==> src/rtl/fetch_stage.sv <==
// rtl/fetch_stage.sv - handshaked instruction fetch with redirect flush and fetch buffer
module fetch_stage #(
    parameter int              PC_W       = 32,
    parameter int              INSTR_W    = 16,
    parameter int              ADDR_W     = 21,
    parameter int              FIFO_DEPTH = 4,
    parameter logic [PC_W-1:0] RESET_PC   = '0,
    parameter int              PC_STEP    = 1
) (
    input  logic               i_clk,
    input  logic               i_reset,
    input  logic               i_fetch_en,
    output logic               o_imem_req,
    output logic [ADDR_W-1:0]  o_imem_addr,
    input  logic               i_imem_ack,
    input  logic [INSTR_W-1:0] i_imem_rdata,
    input  logic               i_redirect_valid,
    input  logic [PC_W-1:0]    i_redirect_pc,
    output logic               o_out_valid,
    output logic [INSTR_W-1:0] o_out_instr,
    output logic [PC_W-1:0]    o_out_pc,
    input  logic               i_out_ready
);
    localparam int PTR_W = (FIFO_DEPTH > 1) ? $clog2(FIFO_DEPTH) : 1;
    localparam int CNT_W = PTR_W + 1;
    localparam logic [CNT_W-1:0] DEPTH_C = CNT_W'(FIFO_DEPTH);

    typedef enum logic {ST_ISSUE, ST_DRAIN} state_t;

    state_t             r_state;
    logic [PC_W-1:0]    r_fpc;
    logic               r_req;
    logic [ADDR_W-1:0]  r_addr;
    logic [CNT_W-1:0]   r_count;
    logic [PTR_W-1:0]   r_wptr;
    logic [PTR_W-1:0]   r_rptr;
    logic [PC_W-1:0]    r_pc_mem    [FIFO_DEPTH];
    logic [INSTR_W-1:0] r_instr_mem [FIFO_DEPTH];

    logic               w_ack;
    logic               w_push;
    logic               w_pop;
    logic [CNT_W-1:0]   w_count_next;
    logic [PC_W-1:0]    w_fpc_next;
    logic               w_req_next;

    always_comb begin
        w_ack  = r_req & i_imem_ack;
        // Responses landing in DRAIN or alongside a redirect belong to the abandoned stream.
        w_push = w_ack & (r_state == ST_ISSUE) & ~i_redirect_valid;
        w_pop  = o_out_valid & i_out_ready & ~i_redirect_valid;

        w_count_next = r_count;
        if (i_redirect_valid) begin
            w_count_next = '0;
        end else if (w_push && !w_pop) begin
            w_count_next = r_count + CNT_W'(1);
        end else if (w_pop && !w_push) begin
            w_count_next = r_count - CNT_W'(1);
        end

        w_fpc_next = r_fpc;
        if (i_redirect_valid) begin
            w_fpc_next = i_redirect_pc;
        end else if (w_push) begin
            w_fpc_next = r_fpc + PC_W'(PC_STEP);
        end

        // A pending request is held until acked; a new one needs a free slot after this cycle.
        w_req_next = (r_req & ~i_imem_ack) | (i_fetch_en & (w_count_next < DEPTH_C));
    end

    always_ff @(posedge i_clk) begin
        if (i_reset) begin
            r_state <= ST_ISSUE;
            r_fpc   <= RESET_PC;
            r_req   <= 1'b0;
            r_addr  <= RESET_PC[ADDR_W-1:0];
            r_count <= '0;
            r_wptr  <= '0;
            r_rptr  <= '0;
        end else begin
            r_fpc   <= w_fpc_next;
            r_req   <= w_req_next;
            r_count <= w_count_next;
            if (!r_req || i_imem_ack) begin
                r_addr <= w_fpc_next[ADDR_W-1:0];
            end
            if (i_redirect_valid) begin
                r_state <= (r_req && !i_imem_ack) ? ST_DRAIN : ST_ISSUE;
                r_wptr  <= '0;
                r_rptr  <= '0;
            end else begin
                if (r_state == ST_DRAIN && w_ack) begin
                    r_state <= ST_ISSUE;
                end
                if (w_push) begin
                    r_wptr <= r_wptr + PTR_W'(1);
                end
                if (w_pop) begin
                    r_rptr <= r_rptr + PTR_W'(1);
                end
            end
        end
    end

    always_ff @(posedge i_clk) begin
        if (w_push) begin
            r_pc_mem[r_wptr]    <= r_fpc;
            r_instr_mem[r_wptr] <= i_imem_rdata;
        end
    end

    always_comb begin
        o_imem_req  = r_req;
        o_imem_addr = r_addr;
        o_out_valid = (r_count != '0);
        o_out_pc    = o_out_valid ? r_pc_mem[r_rptr]    : '0;
        o_out_instr = o_out_valid ? r_instr_mem[r_rptr] : '0;
    end
endmodule

==> config.mk <==
export PLATFORM = sky130hd
export DESIGN_NAME = fetch_stage
export DESIGN_NICKNAME = d
export VERILOG_FILES = /design/src/rtl/fetch_stage.sv
export SDC_FILE = /design/constraint.sdc
export NUM_CORES = 1
export LEC_CHECK = 0
export BUFFER_PORTS_ARGS = -buffer_cell sky130_fd_sc_hd__buf_2
export CORE_AREA = 2 2 149 151
export DETAILED_ROUTE_END_ITERATION = 10
export DIE_AREA = 0 0 151 153
export PLACE_DENSITY_LB_ADDON = 0.15
export SETUP_SLACK_MARGIN = 0.15
export SLEW_MARGIN = 10
export SYNTH_ARGS = -nofsm -noshare
export SYNTH_HDL_FRONTEND = slang
export SYNTH_SLANG_ARGS = --single-unit
export TNS_END_PERCENT = 100
==> constraint.sdc <==
create_clock -name i_clk -period 5.8 [get_ports i_clk]
set_clock_uncertainty 0.05 [all_clocks]
set_input_delay 1.16 -clock i_clk [delete_from_list [all_inputs] [get_ports i_clk]]
set_output_delay 1.16 -clock i_clk [all_outputs]
set_load 0.005 [all_outputs]
Yosys cells after proc, flatten, opt, wreduce, memory -nomap -nowiden
Memory sizes are Yosys's and may differ from the RTL's. A register that Yosys moved wholly into a read port is not among the register bits. Index checks and enable logic that the tools add are counted.

Word-level logic and storage cells: 56. Bits of input ports: 54. Output and inout bits: 71. Memories kept: 2. RAM bits: 192. Flip-flop bits (word level): 62.

$lt $le $gt $ge: 1. Add/subtract/negate cells: 5. Multiplexer cells: 16. Reductions and logical operators: 13. Bitwise gates (word level): 11.

Memories: r_pc_mem (words 4, width 32, rd ports 1, clocked after memory_dff 1, write ports 1, line 37) `logic [PC_W-1:0] r_pc_mem [FIFO_DEPTH];`; r_instr_mem (words 4, width 16, rd ports 1, clocked after memory_dff 1, write ports 1, line 38) `logic [INSTR_W-1:0] r_instr_mem [FIFO_DEPTH];`.

Operators with widths (count): $mux W32 (3); $add A32 B1 Y32 const B (1); $mux W16 (1); $mux W3 (3); $mux W2 (4); $and A1 B1 Y1 (7); $mux W1 (5); $add A2 B1 Y2 const B (2); $logic_and A1 B1 Y1 (4); $logic_not A1 Y1 (4); $reduce_bool A2 Y1 (2); $add A3 B1 Y3 const B (1); $lt A3 B3 Y1 const B (1); $not A1 Y1 (3); $reduce_bool A3 Y1 (1); $sub A3 B1 Y3 const B (1); $reduce_or A2 Y1 (1); $logic_or A1 B1 Y1 (1); $or A1 B1 Y1 (1).

Logic depth before layout (Yosys ltp)
Depth after elaboration: 11. Mapped depth: 11. Gate-level depth less buffers: 11.

Worst setup path before layout
Ideal clock, no wire load.

Kind: input-to-reg. From: input i_imem_ack. To: memory r_instr_mem[0][0], enable pin. Setup time: 0.410 ns. Path buffers: 0. Arrival: 2.665 ns. Stages on the path: 3. Data required time: 5.340 ns. Slack: 2.675 ns. Path through: nand2_1 > nor3_2 > and2_1.

Word-level cells in the longest chain between the ends: 5.

RTL lines: start: declaration (line 15) `input logic i_imem_ack,`; $and A1 B1 Y1 (line 48) `w_ack = r_req & i_imem_ack;`; $and A1 B1 Y1 (2 in series) (line 50) `w_push = w_ack & (r_state == ST_ISSUE) & ~i_redirect_valid;`; net w_push (line 41) `logic w_push;`; $mux W1 (line 108) `if (w_push) begin`; $mux W1 (not written as such) (line 110) `r_instr_mem[r_wptr] <= i_imem_rdata;`; end: declaration (line 38).

The timed path passes the listed nets, and every way through them passes these cells.

==> results.toml <==
[layout]
fillCellCount = 1727
area_growth_pct = 16.2
fin_util = 0.570
final_common_cell = "edfxtp_1"
final_net_count = 902
drive_gt1_frac = 0.273
final_cell_mix = "edfxtp_1 (192), buf_2 (124), dfxtp_1 (62)"
diodes = 0
final_cells = 1136

[floorplanning]
core_mm2 = 0.0215
initial_core_util = 0.490
num_rows = 54
die-width_um = 151
io_pins = 125
die_h_um = 153
die-area_mm2 = 0.0231

[yosys]
netlist_instances = 717
synthesis.area_mm2 = 0.0105
synth_top_area_share = 0.547
synth.top_cells.by_area = "edfxtp_1 (55%), dfxtp_1 (12%), mux4_2 (10%)"
ys_types = 49
synth-main-ff-cell = "edfxtp_1"
syn_area_per_cell_um2 = 14.7
synth_warnings = 0
async_flop_share = 0
yosysSeqAreaShare = 0.669
synth_nets = 781
ys_ff_latch = 256
synth_edf_count = 192
yosys.area.top_type = "edfxtp_1"

[timing]
finalSetupViolCount = 0
timing.fmax_mhz = 272
slew_headroom = 0.274
period_share = 0.633
min_period_ps = 3670
setup_tns_ps = 0
tightest_slew_ps = 1080
rsz0062_at_grt = "no"
hold_viol = 0
worst_slack_ps = 2130
maxSlewViolCount = 0

[min_path]
worstHoldEndpoint = "o_imem_addr[3]"
min_from = "o_imem_addr[3]"
hold_path_class = "flop to flop"
whs_path_depth = 2

[setup_path]
critPathArrivalTime_ps = 2460
regToRegSetupSlack_ps = 3250
end_kind = "primary output"
path_max_fanout = 48
worstRegToRegCells = 4
worstSetupStartpointType = "flop"
crit_required_ps = 4590
r2r_end = "r_pc_mem[2][30]"
crit_type = "flop to primary output"
reg2reg_from = "o_imem_req"

[place]
dpl.cell_count = 1091
dp_slack_ps = 1860
place_congestion = 0.799
portBuffers = 124
hpwlAfterDp_um = 13900

[clock_network]
h-tree-depth = 1
clk_pin_slew_ps = 60
cts_buffer_depth = 3
cts_sinks = 256
cts_tree = "yes"
cts_buffers = 25
cts_setup_buffers = 0
insertion_delay_ps = 510
hold_buffers = 0
root_buffer = "clkbuf_16"
postCtsResizedCells = 0

[routing]
met2_length_um = 10300
viasPerCell = 5.58
routed.top_layer = "met4"
drt-pass1-iter-count = 4
postRouteAntennaNets = 0
wl_um = 21800
vias = 6342
drc_errors = 0
wl_met1_um = 9620
wl_met3_um = 1520
post_drt_wl_per_cell_um = 19.2
drt_iter0_markers = 404

[global_routing]
grt_max_degree = 62
grt_pass1_vias = 6509
antenna_found_initial = 0
grt.overflow.total = 0
grtUsageTotal = 0.191
grt_pass1_wl_um = 34400

[power_and_ir_drop]
power.leakage_nw = 4.33
totalPowerFinal_mw = 3.79
peakVddDrop_mv = 0.159
power.density_mw_per_mm2 = 310

[outcome]
status = "complete, no violations"

[flow_run]
max_cap_violations = 0
==> cell families after synthesis <==
| logic type | synth area share |
|---|---|
| flip-flops | 0.669 |
| AND/OR/NAND/NOR | 0.125 |
| AO/OA/AOI/OAI | 0.0483 |
| multiplexers | 0.108 |
| buffers and inverters | 0.0177 |
| XOR/XNOR | 0.0199 |
| adder cells (fa/ha/maj) | 0.0119 |
==> sequential cells by signal, indices dropped and copies added (netlist names), named ones only <==
signal,cells
r_pc_mem,128
r_instr_mem,64
r_fpc,32
o_imem_addr,21
r_count,3
r_rptr,2
r_wptr,2
o_imem_req,1
r_state,1
==> cell usage after synthesis, types with 8 or more instances <==
cell type and count:
clkbuf_1 31, and3_1 9, nor2b_1 53, mux4_2 48, o21ai_0 15, inv_1 10
nor3_1 17, nand2_1 47, edfxtp_1 192, a21oi_1 25, ha_1 10, dfxtp_1 64
xnor2_1 8, xor2_1 16, nor2_1 52, nand3_1 10, nand4_1 12, a211oi_1 19
==> power by group <==
group	switching [mW]	internal, mW	total (mW)
Sequential	0.0503	2.01	2.06
Combinational	0.0830	0.0661	0.149
Clock	0.651	0.937	1.59
==> critical path, cell delays in order (launching register included) <==
cell	delay, ps
dfxtp_4	1000
mux4_2	590
nor2b_1	170
buf_2	170
==> routing by layer <==
| metal | track usage | up-vias |
|---|---|---|
| met5 | 0 | - |
| met3 | 0.0287 | 30 |
| met2 | 0.310 | 216 |
| met4 | 0.0481 | 0 |
| met1 | 0.273 | 3127 |
| li1 | - | 2969 |
==> area by class of cell <==
cell class              instances  area (um^2)  area share
clock buffers                  29          651      0.0531
clock inverters                16          165      0.0135
inverters                      11         41.3     0.00337
multi-input cells             413         3320       0.271
flip-flops and latches        256         7050       0.576
well taps                     280          350      0.0286
repair buffers                131          673      0.0550
==> per-stage QoR <==
| step | area [um^2] | hold WS, ps |
|---|---|---|
| floorplan | 10500 | 398 |
| global placement | 11400 | 391 |
| detailed placement | 11400 | 397 |
| CTS | 12200 | 412 |
| global route | 12200 | 429 |
| finish | 12200 | 407 |
==> worst max-delay path by stage <==
stage / start / end / slack, ps / depth (start not counted)
5_1_grt: flop / o_out_pc[16] / 1900 / 3
6_report: flop / o_out_pc[10] / 2130 / 3
4_1_cts: flop / o_out_pc[5] / 2010 / 3
3_5_place_dp: i_redirect_valid / o_imem_addr[13] / 1860 / 6
3_3_place_gp: i_redirect_valid / o_imem_addr[13] / 1910 / 6
2_1_floorplan: i_imem_ack / r_instr_mem[0][0] / 2670 / 3
Note: power is estimated with default switching activity, not from simulation.
